## src/rtl/sram_ctl_pkg.sv

```systemverilog
// Shared definitions for the SRAM-side packet buffers: beat flag positions
// (relative to the top of the payload) and the write-side FSM encoding.
package sram_ctl_pkg;

    localparam int FLAG_EOP = 0;
    localparam int FLAG_SOP = 1;
    localparam int FLAG_W   = 2;

    typedef enum logic [1:0] {
        WR_IDLE    = 2'd0,
        WR_FILL    = 2'd1,
        WR_DISCARD = 2'd2
    } wr_state_e;

endpackage

```

## src/rtl/fifo_mem.sv

```systemverilog
// Simple dual-port RAM for pkt_fifo: synchronous write, registered read port.
// The read register holds its value until the next read enable.
module fifo_mem #(
    parameter  int WIDTH  = 258,
    parameter  int DEPTH  = 16,
    localparam int ADDR_W = $clog2(DEPTH)
) (
    input  logic              clk,
    input  logic              rst,
    input  logic              we,
    input  logic [ADDR_W-1:0] waddr,
    input  logic [WIDTH-1:0]  wdata,
    input  logic              re,
    input  logic [ADDR_W-1:0] raddr,
    output logic [WIDTH-1:0]  rdata
);

    logic [WIDTH-1:0] mem [DEPTH];

    // NOTE: the storage array is deliberately not reset so it maps onto RAM
    // macros; only locations behind commit_ptr are ever read.
    always_ff @(posedge clk) begin
        if (we) mem[waddr] <= wdata;
    end

    always_ff @(posedge clk or negedge rst) begin
        if (!rst)    rdata <= '0;
        else if (re) rdata <= mem[raddr];
    end

endmodule

```

## src/rtl/pkt_fifo.sv

```systemverilog
// Store-and-forward packet FIFO: beats become visible to the reader only once
// their packet is committed by eop; oversize or aborted packets are rolled back.
module pkt_fifo
    import sram_ctl_pkg::*;
#(
    parameter  int DATA_WIDTH = 256,
    parameter  int DEPTH      = 16,
    localparam int ADDR_W     = $clog2(DEPTH),
    localparam int CNT_W      = $clog2(DEPTH) + 1
) (
    input  logic                  clk,
    input  logic                  rst,
    input  logic                  wr_vld,
    input  logic                  wr_sop,
    input  logic                  wr_eop,
    input  logic [DATA_WIDTH-1:0] wr_data,
    input  logic                  read,
    output logic                  sop,
    output logic                  eop,
    output logic                  vld,
    output logic [DATA_WIDTH-1:0] out_data,
    output logic [CNT_W-1:0]      pkt_cnt,
    output logic                  full,
    output logic                  drop
);

    localparam int                WORD_W  = DATA_WIDTH + FLAG_W;
    localparam logic [ADDR_W:0]   DEPTH_P = (ADDR_W + 1)'(DEPTH);

    logic [ADDR_W:0]   rd_ptr, wr_ptr, commit_ptr;
    logic [ADDR_W:0]   wr_ptr_nxt, commit_ptr_nxt, wr_addr;
    wr_state_e         state, state_nxt;
    logic              mem_we, commit, drop_nxt;
    logic [WORD_W-1:0] mem_wdata, mem_rdata;
    logic              readable, pop, pop_eop;
    logic [DEPTH-1:0]  eop_map;

    assign full     = (wr_ptr - rd_ptr) == DEPTH_P;
    assign readable = rd_ptr != commit_ptr;
    assign pop      = read && readable;
    // eop flags mirrored in flops so pkt_cnt drops on the same edge the last beat is popped
    assign pop_eop  = eop_map[rd_ptr[ADDR_W-1:0]];

    always_ff @(posedge clk or negedge rst) begin
        if (!rst) state <= WR_IDLE;
        else      state <= state_nxt;
    end

    always_comb begin
        // NOTE: every output of this block gets a default first, so no path
        // through the case statement can infer a latch.
        state_nxt      = state;
        wr_ptr_nxt     = wr_ptr;
        commit_ptr_nxt = commit_ptr;
        wr_addr        = wr_ptr;
        mem_we         = 1'b0;
        commit         = 1'b0;
        drop_nxt       = 1'b0;
        mem_wdata      = '0;
        mem_wdata[DATA_WIDTH-1:0]       = wr_data;
        mem_wdata[DATA_WIDTH+FLAG_SOP]  = wr_sop;
        mem_wdata[DATA_WIDTH+FLAG_EOP]  = wr_eop;

        case (state)
            WR_IDLE: begin
                if (wr_vld && wr_sop) begin
                    if (full) begin
                        drop_nxt = 1'b1;
                        if (!wr_eop) state_nxt = WR_DISCARD;
                    end else begin
                        mem_we     = 1'b1;
                        wr_ptr_nxt = wr_ptr + 1'b1;
                        if (wr_eop) begin
                            commit         = 1'b1;
                            commit_ptr_nxt = wr_ptr + 1'b1;
                        end else begin
                            state_nxt = WR_FILL;
                        end
                    end
                end
            end
            WR_FILL: begin
                if (wr_vld) begin
                    if (full) begin
                        wr_ptr_nxt = commit_ptr;
                        drop_nxt   = 1'b1;
                        state_nxt  = wr_eop ? WR_IDLE : WR_DISCARD;
                    end else begin
                        // a fresh sop restarts the packet over the abandoned beats
                        if (wr_sop) begin
                            drop_nxt = 1'b1;
                            wr_addr  = commit_ptr;
                        end
                        mem_we     = 1'b1;
                        wr_ptr_nxt = wr_addr + 1'b1;
                        if (wr_eop) begin
                            commit         = 1'b1;
                            commit_ptr_nxt = wr_addr + 1'b1;
                            state_nxt      = WR_IDLE;
                        end
                    end
                end
            end
            WR_DISCARD: begin
                if (wr_vld && wr_eop) state_nxt = WR_IDLE;
            end
            default: state_nxt = WR_IDLE;
        endcase
    end

    // NOTE: state updates use non-blocking assignments so every flop samples
    // pre-edge values regardless of statement order.
    always_ff @(posedge clk or negedge rst) begin
        if (!rst) begin
            rd_ptr     <= '0;
            wr_ptr     <= '0;
            commit_ptr <= '0;
            pkt_cnt    <= '0;
            vld        <= 1'b0;
            drop       <= 1'b0;
        end else begin
            wr_ptr     <= wr_ptr_nxt;
            commit_ptr <= commit_ptr_nxt;
            vld        <= pop;
            drop       <= drop_nxt;
            if (pop) rd_ptr <= rd_ptr + 1'b1;
            case ({commit, pop && pop_eop})
                2'b10:   pkt_cnt <= pkt_cnt + 1'b1;
                2'b01:   pkt_cnt <= pkt_cnt - 1'b1;
                default: pkt_cnt <= pkt_cnt;
            endcase
        end
    end

    always_ff @(posedge clk) begin
        if (mem_we) eop_map[wr_addr[ADDR_W-1:0]] <= wr_eop;
    end

    fifo_mem #(
        .WIDTH (WORD_W),
        .DEPTH (DEPTH)
    ) u_mem (
        .clk   (clk),
        .rst   (rst),
        .we    (mem_we),
        .waddr (wr_addr[ADDR_W-1:0]),
        .wdata (mem_wdata),
        .re    (pop),
        .raddr (rd_ptr[ADDR_W-1:0]),
        .rdata (mem_rdata)
    );

    assign out_data = mem_rdata[DATA_WIDTH-1:0];
    assign sop      = vld && mem_rdata[DATA_WIDTH+FLAG_SOP];
    assign eop      = vld && mem_rdata[DATA_WIDTH+FLAG_EOP];

endmodule

```

## config.mk

```make
export PLATFORM = sky130hd
export DESIGN_NAME = pkt_fifo
export DESIGN_NICKNAME = d
export VERILOG_FILES = /design/src/rtl/sram_ctl_pkg.sv /design/src/rtl/fifo_mem.sv /design/src/rtl/pkt_fifo.sv
export SDC_FILE = /design/constraint.sdc
export NUM_CORES = 2
export LEC_CHECK = 0
export ABC_AREA = 1
export CAP_MARGIN = 20
export CELL_PAD_IN_SITES_DETAIL_PLACEMENT = 0
export CELL_PAD_IN_SITES_GLOBAL_PLACEMENT = 1
export CORE_ASPECT_RATIO = 1.75
export CORE_MARGIN = 8
export CORE_UTILIZATION = 55
export DETAILED_ROUTE_END_ITERATION = 10
export GPL_TIMING_DRIVEN = 0
export MAX_ROUTING_LAYER = met4
export PLACE_DENSITY_LB_ADDON = 0.1
export SYNTH_ARGS = -nofsm -noshare
export SYNTH_HDL_FRONTEND = slang
export SYNTH_MEMORY_MAX_BITS = 65536
export SYNTH_SLANG_ARGS = --single-unit
```

## constraint.sdc

```tcl
create_clock -name clk -period 41.1 [get_ports clk]
set_input_delay 6.165 -clock clk [delete_from_list [all_inputs] [get_ports clk]]
set_output_delay 6.165 -clock clk [all_outputs]
set_load 0.02 [all_outputs]
```

==> summary.md <==
| Metric | Value |
|---|---|
| Worst r2r path cells | 20 |
| Crit Path Category | reg -> out |
| Worst Hold Launch | pkt_cnt[4]$_DFFE_PN0P_ |
| CTS root buf | clkbuf_16 |
| Starting DRT DRC Count | 12.0k |
| CTS resizes | 0 |
| Layout cell share with drive strength beyond 1 | 0.0974 |
| Reg2reg end | u_mem.mem[2][143]$_DFFE_PP_ |
| Synth area leader | edfxtp_1 |
| Initial antenna violation count | 82 |
| Final Hold Vio Count | 0 |
| Syn Area/Cell | 13.0 sq um |
| Power Density | 74.7 mW/mm^2 |
| Sequential fraction of the synthesis area | 0.758 |
| Hold Path End | pkt_cnt[4]$_DFFE_PN0P_ |
| Tcrit/Tclk final | 0.291 |
| Switching share of total power | 0.390 |
| Place WS | 29.60 ns |
| Worst slew pin tran | 1.22 ns |
| P_int | 9.16 mW |
| Required time worst endpoint | 34.94 ns |
| Most frequent cells in the layout | edfxtp_1 (4128), nor2_1 (2600), o21ai_0 (2083) |
| Worst r2r src | rd_ptr[1]$_DFFE_PN0P_ |
| Post-CTS Hold Fix Bufs | 0 |
| Comb power frac | 0.383 |
| CP most frequent cell | buf_2 |
| # IOs | 528 |
| CP Launch Point | rd_ptr[1]$_DFFE_PN0P_ |
| CP Cell Sequence | buf_2 > clkinv_1 > clkbuf_2 > buf_12 > clkbuf_1 > ha_1 > nand2_1 > a21oi_1 > nand3_1 > nor2_1 > buf_2 > clkdlybuf4s50_1 |
| RSZ-0062 raised after global routing | no |
| Flops & latches, synth | 4410 |
| Fillcell total | 23.5k |
| Reg power frac | 0.370 |
| Cts bufs inserted | 387 |
| Core area | 0.313 sq mm |
| Area growth from synthesis to layout | 16.2% |
| Synth area leaders | edfxtp_1 (72%), o21ai_0 (6.0%), nor2_1 (5.7%) |
| Slowest CP cell | clkinv_1 |
| Yosys top cell area share | 0.717 |
| Worst skew pair latency | 0.94 ns |
| Outcome | finished, final reports clean |
| Slew Limit Fails | 0 |
| Synth Cell Area | 0.173 sq mm |
| Via Count | 116k |
| Site Rows | 272 |
| Clk_skew | 0.0408 ns |
| Syn_nets | 13.6k |
| Max Clk Rate | 83.5 MHz |
| Drt pass-1 iters | 8 |
| Cells after synthesis | 13.3k |
| Yosys Warn Count | 0 |
| Setup TNS | 0 ns |
| Slew headroom | 0.190 |
| Data arrival time of the critical path | 5.81 ns |
| ANT nets after route | 0 |
| Drt drc | 0 |
| NetSw | 5.85 mW |
| Number of global-route vias before repair | 116k |
| Setup repair bufs after CTS | 0 |
| Minimum clock period | 11.97 ns |
| Worst R2R Setup Slack | 34.14 ns |
| Final Wtd Congestion | 0.886 |
| CP max stage delay | 0.82 ns |
| CTS tree | done |
| Setup violators final | 0 |
| CTS Buffer Depth | 4 |
| Total grt overflow | 0 |
| Chip width | 440 microns |
| NumNets Final | 14.7k |
| HPWL after DPL | 390000 microns |
| Num Clock Sinks | 4410 |
| Max-Cap Viols | 0 |
| Initial Utilization | 0.552 |
| Largest net degree at the start of global routing | 95 |
| Vias per inst | 6.09 |
| Final setup margin | 29.13 ns |
| Wire per inst | 29.0 microns |
| Die height | 758 microns |
| Crit Path Max Fanout | 10 |
| Port buffer count | 527 |
| Pleak | 67.6 nW |
| Most common cell after layout, fill and taps aside | edfxtp_1 |
| Critical path launch point type | flip-flop |
| H-tree depth | 5 |
| Post-Route WL | 551000 microns |
| Clock Power Share | 0.246 |
| Hold Path Depth | 1 |
| Yosys cell types | 33 |
| Hold Path Class | reg -> reg |
| Global-route wire length before repair | 782000 microns |
| Setup crit end kind | output port |
| GR Util All Layers | 0.331 |
| VDD IR-drop max | 0.0000496 V |
| Clk slew on worst S/H paths | 0.06 ns |
| Die ar. | 0.333 sq mm |
[logic make-up after synthesis]
logic type                 count (synthesis)  synth area share
xor gates and xnor gates                  11          0.000557
AOI/OAI and AO/OA                       3136             0.102
adders and majority gates                 12          0.000912
DFF                                     4410             0.758
and+or+nand+nor                         4558             0.103
buffers and inverters                   1189            0.0358
[cell type report]
class	instances	area, sq um	area share
Antenna cell	101	253	0.00126
Buffer	1147	6070	0.0302
Clock buffer	496	10500	0.0522
Clock inverter	212	2150	0.0107
Inverter	42	158	0.000784
Multi-Input combinational cell	7717	35900	0.178
Sequential cell	4410	131000	0.652
Tap cell	4110	5140	0.0256
Timing Repair Buffer	746	9880	0.0491
[stage by stage]
step                      cells  hold slack, ns  utilization  power [mW]  instance area (sq um)
after CTS                 18900           0.479        0.641        15.0                 201000
after floorplan           13300           0.449            -        8.85                 173000
final                     19000           0.478        0.642        15.0                 201000
after global routing      18900           0.500        0.642        15.6                 201000
after detailed placement  18200           0.464        0.601        11.4                 188000
after global placement    18000           0.460        0.586        11.4                 183000
[Yosys cell counts]
cell,n
edfxtp_1,4128
nor2_1,2616
o21ai_0,2083
nand2_1,1390
clkbuf_1,544
nand3_1,542
o22ai_1,517
o211ai_1,516
buf_4,306
dfrtp_1,282
buf_2,235
buf_6,38
inv_1,36
buf_1,24
ha_1,11
a21oi_1,9
xor2_1,9
inv_2,5
o21ai_1,4
a21o_1,3
nand4_1,3
nor3_2,2
o221ai_1,2
xnor2_1,2
a31oi_1,1
clkinv_1,1
fa_1,1
nand2_2,1
nand3b_1,1
nor2_4,1
nor3_1,1
o21bai_1,1
or2_2,1
[power by group through the flow]
stage | clock network (mW) | logic (mW) | registers (mW)
after floorplan | 0 | 3.10 | 5.75
after global placement | 0 | 5.46 | 5.96
after detailed placement | 0 | 5.70 | 5.65
after CTS | 3.72 | 5.73 | 5.56
after global routing | 3.88 | 6.12 | 5.59
final | 3.69 | 5.76 | 5.56
[how the worst max path moves through the flow]
stage,end,slack (ns),depth (start not counted)
after floorplan,eop_map[0]$_DFFE_PP_,22.48,5
after detailed placement,pkt_cnt[4]$_DFFE_PN0P_,29.60,15
final,full,29.13,12
after global placement,u_mem.mem[15][149]$_DFFE_PP_,7.79,6
after global routing,full,29.09,12
after CTS,full,29.14,12
[sequential cells by signal (all words and copies together), names as in the netlist]
| name | flops |
|---|---|
| state | 2 |
| pkt_cnt | 5 |
| u_mem.rdata | 258 |
| wr_ptr | 5 |
| rd_ptr | 5 |
| eop_map | 15 |
| commit_ptr | 5 |
| u_mem.mem | 4113 |
| drop | 1 |
| vld | 1 |
[metal layers]
layer	up-vias	routed length, microns	global-route usage
li1	50700	-	-
met1	57800	185000	0.355
met2	5565	282000	0.564
met3	1500	40200	0.0522
met4	0	44200	0.227
met5	-	0	-
[worst max-delay path, delay by kind of cell, from the launching register on]
| family | cells | cell delay (ns) |
|---|---|---|
| buffers and inverters | 7 | 3.39 |
| AND/OR/NAND/NOR | 3 | 0.58 |
| adder cells (fa/ha/maj) | 1 | 0.39 |
| flip-flops | 1 | 0.34 |
| AO/OA/AOI/OAI | 1 | 0.17 |
(Power assumes the default switching activity.)
